[config.mk]
export PLATFORM = sky130hd
export DESIGN_NAME = bka_pipe
export DESIGN_NICKNAME = d
export VERILOG_FILES = /design/src/rtl/bka_pipe.sv
export SDC_FILE = /design/constraint.sdc
export NUM_CORES = 1
export LEC_CHECK = 0
export ABC_CLOCK_PERIOD_IN_PS = 5630
export CORE_MARGIN = 2
export CORE_UTILIZATION = 45
export DETAILED_ROUTE_END_ITERATION = 7
export PLACE_DENSITY = 0.71
export SLEW_MARGIN = 40
export SYNTH_ARGS = -nofsm -noshare
export SYNTH_HDL_FRONTEND = slang
export SYNTH_SLANG_ARGS = --single-unit
export TNS_END_PERCENT = 30
[constraint.sdc]
create_clock -name clk -period 5.63 [get_ports clk]
set_input_delay 0.563 -clock clk [delete_from_list [all_inputs] [get_ports clk]]
set_output_delay 0.563 -clock clk [all_outputs]
set_load 0.01 [all_outputs]
[src/rtl/bka_pipe.sv]
// Pipelined Brent-Kung adder/subtractor with valid/ready flow control.
// The prefix network is cut into STAGES register slices; the last slice also forms sum/carry/overflow.
module bka_pipe #(
  parameter int WIDTH  = 32,
  parameter int STAGES = 2
) (
  input  logic             clk,
  input  logic             rst,
  input  logic             in_valid,
  output logic             in_ready,
  input  logic [WIDTH-1:0] a,
  input  logic [WIDTH-1:0] b,
  input  logic             cin,
  input  logic             sub,
  output logic             out_valid,
  input  logic             out_ready,
  output logic [WIDTH-1:0] s,
  output logic             cout,
  output logic             ovf
);

  localparam int LOGW   = $clog2(WIDTH);
  localparam int LEVELS = 2 * LOGW - 1;
  localparam int NMID   = (STAGES > 1) ? STAGES - 1 : 1;

  // g/p are the running group generate/propagate, h the per-bit half-sum kept for the final xor.
  typedef struct packed {
    logic [WIDTH-1:0] g;
    logic [WIDTH-1:0] p;
    logic [WIDTH-1:0] h;
    logic             c0;
  } pfx_t;

  // Last prefix level completed by the end of slice k (slice 0 ends at level 0 = operand prep).
  function automatic int level_end(input int k);
    return (k * LEVELS + STAGES - 1) / STAGES;
  endfunction

  // One Brent-Kung level: levels 1..LOGW are the up-sweep, the rest the down-sweep.
  function automatic pfx_t bk_level(input pfx_t x, input int lv);
    pfx_t y;
    int   step;
    int   half;
    int   j;
    y    = x;
    step = (lv <= LOGW) ? (1 << lv) : (1 << (2 * LOGW - lv));
    half = step / 2;
    for (int i = 0; i < WIDTH; i++) begin
      j = i - half;
      if ((lv <= LOGW && (i + 1) % step == 0) ||
          (lv >  LOGW && i >= step && (i + 1) % step == half)) begin
        y.g[i] = x.g[i] | (x.p[i] & x.g[j]);
        y.p[i] = x.p[i] & x.p[j];
      end
    end
    return y;
  endfunction

  pfx_t             prep;
  pfx_t             stg_in  [STAGES];
  pfx_t             stg_out [STAGES];
  pfx_t             mid_q   [NMID];
  logic             vin     [STAGES];
  logic             vld_q   [STAGES];
  logic [WIDTH-1:0] bb;
  logic [WIDTH-1:0] carry;
  logic [WIDTH-1:0] sum_d;
  logic             cout_d;
  logic             ovf_d;
  logic             advance;

  assign out_valid = vld_q[STAGES-1];
  assign advance   = !out_valid || out_ready;
  assign in_ready  = advance;

  // Carry-in enters the tree as a generate at bit -1, folded into bit 0.
  always_comb begin
    bb          = sub ? ~b : b;
    prep.c0     = sub ? 1'b1 : cin;
    prep.h      = a ^ bb;
    prep.p      = prep.h;
    prep.g      = a & bb;
    prep.g[0]   = prep.g[0] | (prep.h[0] & prep.c0);
  end

  // NOTE: every always_comb output gets a full assignment before any conditional update,
  // so no path leaves a value unassigned and no latch is inferred.
  always_comb begin
    stg_in[0] = prep;
    vin[0]    = in_valid;
    for (int k = 1; k < STAGES; k++) begin
      stg_in[k] = mid_q[k-1];
      vin[k]    = vld_q[k-1];
    end
    for (int k = 0; k < STAGES; k++) begin
      stg_out[k] = stg_in[k];
      for (int lv = 1; lv <= LEVELS; lv++) begin
        if (lv > level_end(k) && lv <= level_end(k + 1))
          stg_out[k] = bk_level(stg_out[k], lv);
      end
    end
  end

  // After the full tree g[i] is the carry into bit i+1; bit 0 takes c0 directly.
  always_comb begin
    carry  = {stg_out[STAGES-1].g[WIDTH-2:0], stg_out[STAGES-1].c0};
    sum_d  = stg_out[STAGES-1].h ^ carry;
    cout_d = stg_out[STAGES-1].g[WIDTH-1];
    ovf_d  = stg_out[STAGES-1].g[WIDTH-2] ^ stg_out[STAGES-1].g[WIDTH-1];
  end

  // NOTE: sequential state uses non-blocking assignments so every stage samples the
  // pre-edge value of its predecessor and the shift happens in one step.
  always_ff @(posedge clk) begin
    if (rst) begin
      // NOTE: data registers are cleared too (not only valids) so nothing downstream
      // ever sees X, even though their contents are don't-care while invalid.
      for (int k = 0; k < STAGES; k++) vld_q[k] <= 1'b0;
      for (int k = 0; k < NMID; k++)   mid_q[k] <= '0;
      s    <= '0;
      cout <= 1'b0;
      ovf  <= 1'b0;
    end else if (advance) begin
      for (int k = 0; k < STAGES; k++) vld_q[k] <= vin[k];
      for (int k = 0; k < STAGES - 1; k++) begin
        if (vin[k]) mid_q[k] <= stg_out[k];
      end
      if (vin[STAGES-1]) begin
        s    <= sum_d;
        cout <= cout_d;
        ovf  <= ovf_d;
      end
    end
  end

endmodule

# [Yosys cells after proc, flatten, opt, wreduce, memory -nomap -nowiden]
# Memories as Yosys holds them, arrays and structs flattened.
# Index checks and enable logic that the tools add are counted.
[word_totals] regBits=34 output_inout_bits=36 input_bits=70 memories=2 mem_bits_rw=99 wordCells=178
[mem_list] memory="mid_q" words=1 word_bits=97 read_ports=1 rd_clocked_by_memory_dff=0 write_ports=1 line_no="62" rtl="pfx_t mid_q [NMID];"
[mem_list] memory="vld_q" words=2 word_bits=1 read_ports=2 rd_clocked_by_memory_dff=0 write_ports=2 line_no="64" rtl="logic vld_q [STAGES];"
[op_classes] bitwise=154 muxes=15 reduce_logical=4
[ops] operator="97-bit two-way mux" n=1
[ops] operator="97-bit OR reduction" n=1
[ops] operator="1-bit AND" n=89
[ops] operator="32-bit bitwise XOR" n=2
[ops] operator="1-bit OR" n=60
[ops] operator="32-bit AND" n=1
[ops] operator="32-bit two-way mux" n=1
[ops] operator="32-bit NOT" n=1
[ops] operator="1-bit two-way mux" n=13
[ops] operator="2-bit AND reduction" n=1
[ops] operator="1-bit zero test" n=1
[ops] operator="1-bit logical OR" n=1
[ops] operator="1-bit bitwise XOR" n=1

# [Longest topological paths before layout]
[depth] depth_word=16 mapped_depth=10

# [Least setup slack after synthesis]
# No wires, ideal clock.
[synth_timing] path_kind="input to register" from="in rst" to="mem mid_q[0][0] in the netlist's numbering, enable pin" setup_ns=0.437 cell_stages=2 required_time_ns=5.193 t_arrival_ns=2.496 setup_slack_ns=2.697 path_buffers=1 cell_sequence="clkbuf_1 -> or2b_1"
[synth_between] elab_chain_cells=4 elab_cells_between_ends=6
[synth_rtl] element="from (decl)" line_no="8" rtl="input logic rst,"
[synth_rtl] element="1-bit two-way mux" line_no="115" rtl="if (rst) begin"
[synth_rtl] element="1-bit two-way mux (implied by the code)" line_no="126" rtl="if (vin[k]) mid_q[k] <= stg_out[k];"
[synth_rtl] element="97-bit OR reduction (no source line)"
[synth_rtl] element="1-bit two-way mux (no source line) (*)"
[synth_rtl] element="to (decl)" line_no="62"
# Mark *: on every way between the ends. The rest lies on a longest branch, timed or not.

# [Final worst setup path]
[layout_timing] from="in rst" to="mem mid_q[0][96] in the netlist's numbering, data pin"
[layout_between] elab_chain_cells=4
[layout_rtl] element="1-bit two-way mux" line_no="115"
[layout_rtl] element="1-bit two-way mux (implied by the code)" line_no="126"
[layout_rtl] element="97-bit OR reduction (no source line)"
[layout_rtl] element="97-bit two-way mux (no source line)"
# No other way between the ends.

==> flow_summary.json <==
{
  "status": "finished, final reports clean",
  "ioPinCount": 106,
  "arrival_ns": 2.85,
  "routedWlPerCell_microns": 14.77,
  "max_slew_margin": 0.5229,
  "cp-end-kind": "flip-flop",
  "setup_slack_ns": 2.860,
  "cts.clk_slew.worst_paths_ns": 0.07,
  "synth_top_area_frac": 0.4246,
  "syn_nets": 613,
  "place_congestion": 0.7666,
  "vias_per_cell": 5.145,
  "ant_nets": 0,
  "tns_ns": 0,
  "grt_use_met2": 0.3061,
  "gr-max-usage-layer": "met2",
  "hold_viol": 0,
  "vias": 3838,
  "met1_usage": 0.2074,
  "drive_gt1_frac": 0.04174,
  "grt.overflow.total": 0,
  "die_h_microns": 114.7,
  "hp-start": "s[27]",
  "clk_latency_ns": 0.35,
  "antenna_cells": 0,
  "antenna_found_initial": 0,
  "initial_core_util": 0.4593,
  "maxCapViolCount": 0,
  "hp-class": "flip-flop to flip-flop",
  "ir_worst_vdd_uv": 169.4,
  "first_iter_violations": 250,
  "area_growth_pct": 27.10,
  "root_buffer": "clkbuf_16",
  "syn-cell-area_sq_um": 5517,
  "cts_tree": "built",
  "setup_viol": 0,
  "grtUsageMet3": 0.03070,
  "grt_pass1_wl_microns": 17490,
  "worstPathMaxFanout": 61,
  "die_x_microns": 114.7,
  "crit_type": "primary input to flip-flop",
  "synthTopCellsByArea": "edfxtp_1 42%, dfxtp_1 12%, ha_1 11%",
  "p_leak_nw": 2.863,
  "cts_buffers": 9,
  "routed_wl_microns": 11020,
  "fin_skew_ns": 0.01012,
  "postCtsSetupRepairBufs": 0,
  "clock_sinks": 112,
  "period_needed_ns": 2.770,
  "ys_seq_elements": 112,
  "yosysTopAreaCell": "edfxtp_1",
  "synth_cell_types": 36,
  "grt_max_degree": 62,
  "critPathLaunchType": "primary input",
  "startpoint": "rst",
  "rows": 40,
  "grt_pass1_vias": 3716,
  "dr.pass1.iters": 5,
  "pre_cts_slack_ns": 2.491,
  "worst_slew_pin_slew_ns": 0.7134,
  "die-area_sq_um": 13160,
  "grt_use_total": 0.1721,
  "cts_hold_buf": 0,
  "rsz0062_at_grt": "no",
  "cts_max_level": 3,
  "hpwl_microns": 7838,
  "core_area_sq_um": 12010,
  "drv_slew": 0,
  "route.detailed.drc": 0,
  "synthCells": 496,
  "worst_ep_required_time_ns": 5.71,
  "final_nets": 711,
  "min_period_over_period": 0.4919,
  "fmax_ghz": 0.3611,
  "numPortBuffers": 105,
  "power_density_nw_per_um2": 285.9,
  "avgSynthCellArea_sq_um": 11.12,
  "synth-warning-count": 0,
  "r2r-start": "vld_q[0][1]",
  "cts_max_path_buffers": 2,
  "fillers": 1040,
  "seq_area_frac_synth": 0.5480,
  "cts_resized": 0
}
-- per-layer routing --
layer | up-vias | wire length, microns | share of wire
met5 | - | 0 | 0
met4 | 0 | 209 | 0.019
met3 | 15 | 491 | 0.045
met2 | 93 | 5648 | 0.51
met1 | 1816 | 4673 | 0.42
li1 | 1914 | - | -
-- final timing paths --
path | to | slack, ns | depth (start not counted)
worst max-delay path | mid_q[0][96] | 2.86 | 7
worst min-delay path | s[27] | 0.45 | 2
worst max register to register | mid_q[0][96] | 3.42 | 8
worst min register to register | s[27] | 0.45 | 2
-- placed cells by master, fill, tap and decap left out, types with 3 or more instances in the layout --
cell             synthesis  routed
nand4_1                  4       4
clkbuf_1                16       4
a211oi_1                 3       3
and2_1                  52      52
and3_1                   8       8
o21ai_0                  7       7
a21o_1                  15      15
buf_4                    0       5
inv_1                    3       3
a21oi_1                 47      47
clkdlybuf4s50_1          0     104
dfxtp_1                 34      34
xor2_1                  32      32
nor2_1                  33      33
clkbuf_16                0       9
edfxtp_1                78      78
nand2_1                 70      70
ha_1                    47      47
xnor2_1                 18      18
-- flip-flops by register name (all words and copies together) (netlist names) --
register,count
mid_q,76
s,32
vld_q,2
cout,1
ovf,1
-- cells by family (layout without fill, tap and decap cells) --
kind of cell | count (synthesis) | count (layout) | synth area share
compound gates | 78 | 78 | 0.08347
buf+inv | 27 | 130 | 0.02177
flops | 112 | 112 | 0.5480
simple gates | 182 | 182 | 0.1608
xor+xnor | 50 | 50 | 0.07938
fa+ha+maj | 47 | 47 | 0.1066
-- layout make-up --
class | instances | area [sq um] | share of cell area
Multi-Input combinational cell | 357 | 2377 | 0.3390
Clock inverter | 3 | 68.82 | 0.009814
Clock buffer | 13 | 240.2 | 0.03426
Timing Repair Buffer | 110 | 1099 | 0.1567
Sequential cell | 112 | 3023 | 0.4311
Tap cell | 147 | 183.9 | 0.02623
Inverter | 4 | 20.02 | 0.002855
-- synth_stat cells --
cell	n
nand3_1	2
a21o_1	15
ha_1	47
or2b_1	1
dfxtp_1	34
nand2b_4	1
a21oi_1	47
xnor2_1	18
a22oi_1	1
buf_6	1
a211oi_1	3
nand4_1	4
buf_1	1
buf_2	5
nor3_1	2
and4_1	1
inv_1	3
or2_2	2
nor2_1	33
clkbuf_1	16
o21bai_1	1
nand2b_1	2
xor2_1	32
o41a_1	1
clkinv_4	1
or3_1	2
o21ai_0	7
and2_1	52
nand2_2	1
and3_1	8
or2_1	1
nand2_1	70
o21a_1	1
edfxtp_1	78
o32ai_1	1
o211ai_2	1
-- power breakdown --
part / total, mW / switching (mW) / internal (mW) / leakage [nW]
clock network: 0.669 / 0.277 / 0.392 / 0.148
logic: 0.355 / 0.176 / 0.179 / 1.58
registers: 0.981 / 0.0269 / 0.954 / 1.14
total: 2.00 / 0.480 / 1.52 / 2.86
-- critical path, cell delays in order --
cell and delay (ns):
clkdlybuf4s50_1 0.93, or2_1 0.19, buf_4 0.25, clkinv_4 0.32, and2_1 0.26, o21ai_0 0.20
o211ai_2 0.12
-- through the flow --
stage,hold slack [ns],instance area [sq um],total power [mW],util,cells
after floorplan,0.4761,5517,1.205,-,496
after global placement,0.4423,6680,1.343,0.5561,729
after detailed placement,0.4445,6703,1.356,0.5580,730
after CTS,0.4536,7012,2.019,0.5838,746
after global routing,0.4681,7012,2.098,0.5838,746
final,0.4526,7012,2.005,0.5838,746
Note: power is estimated with default switching activity, not from simulation.
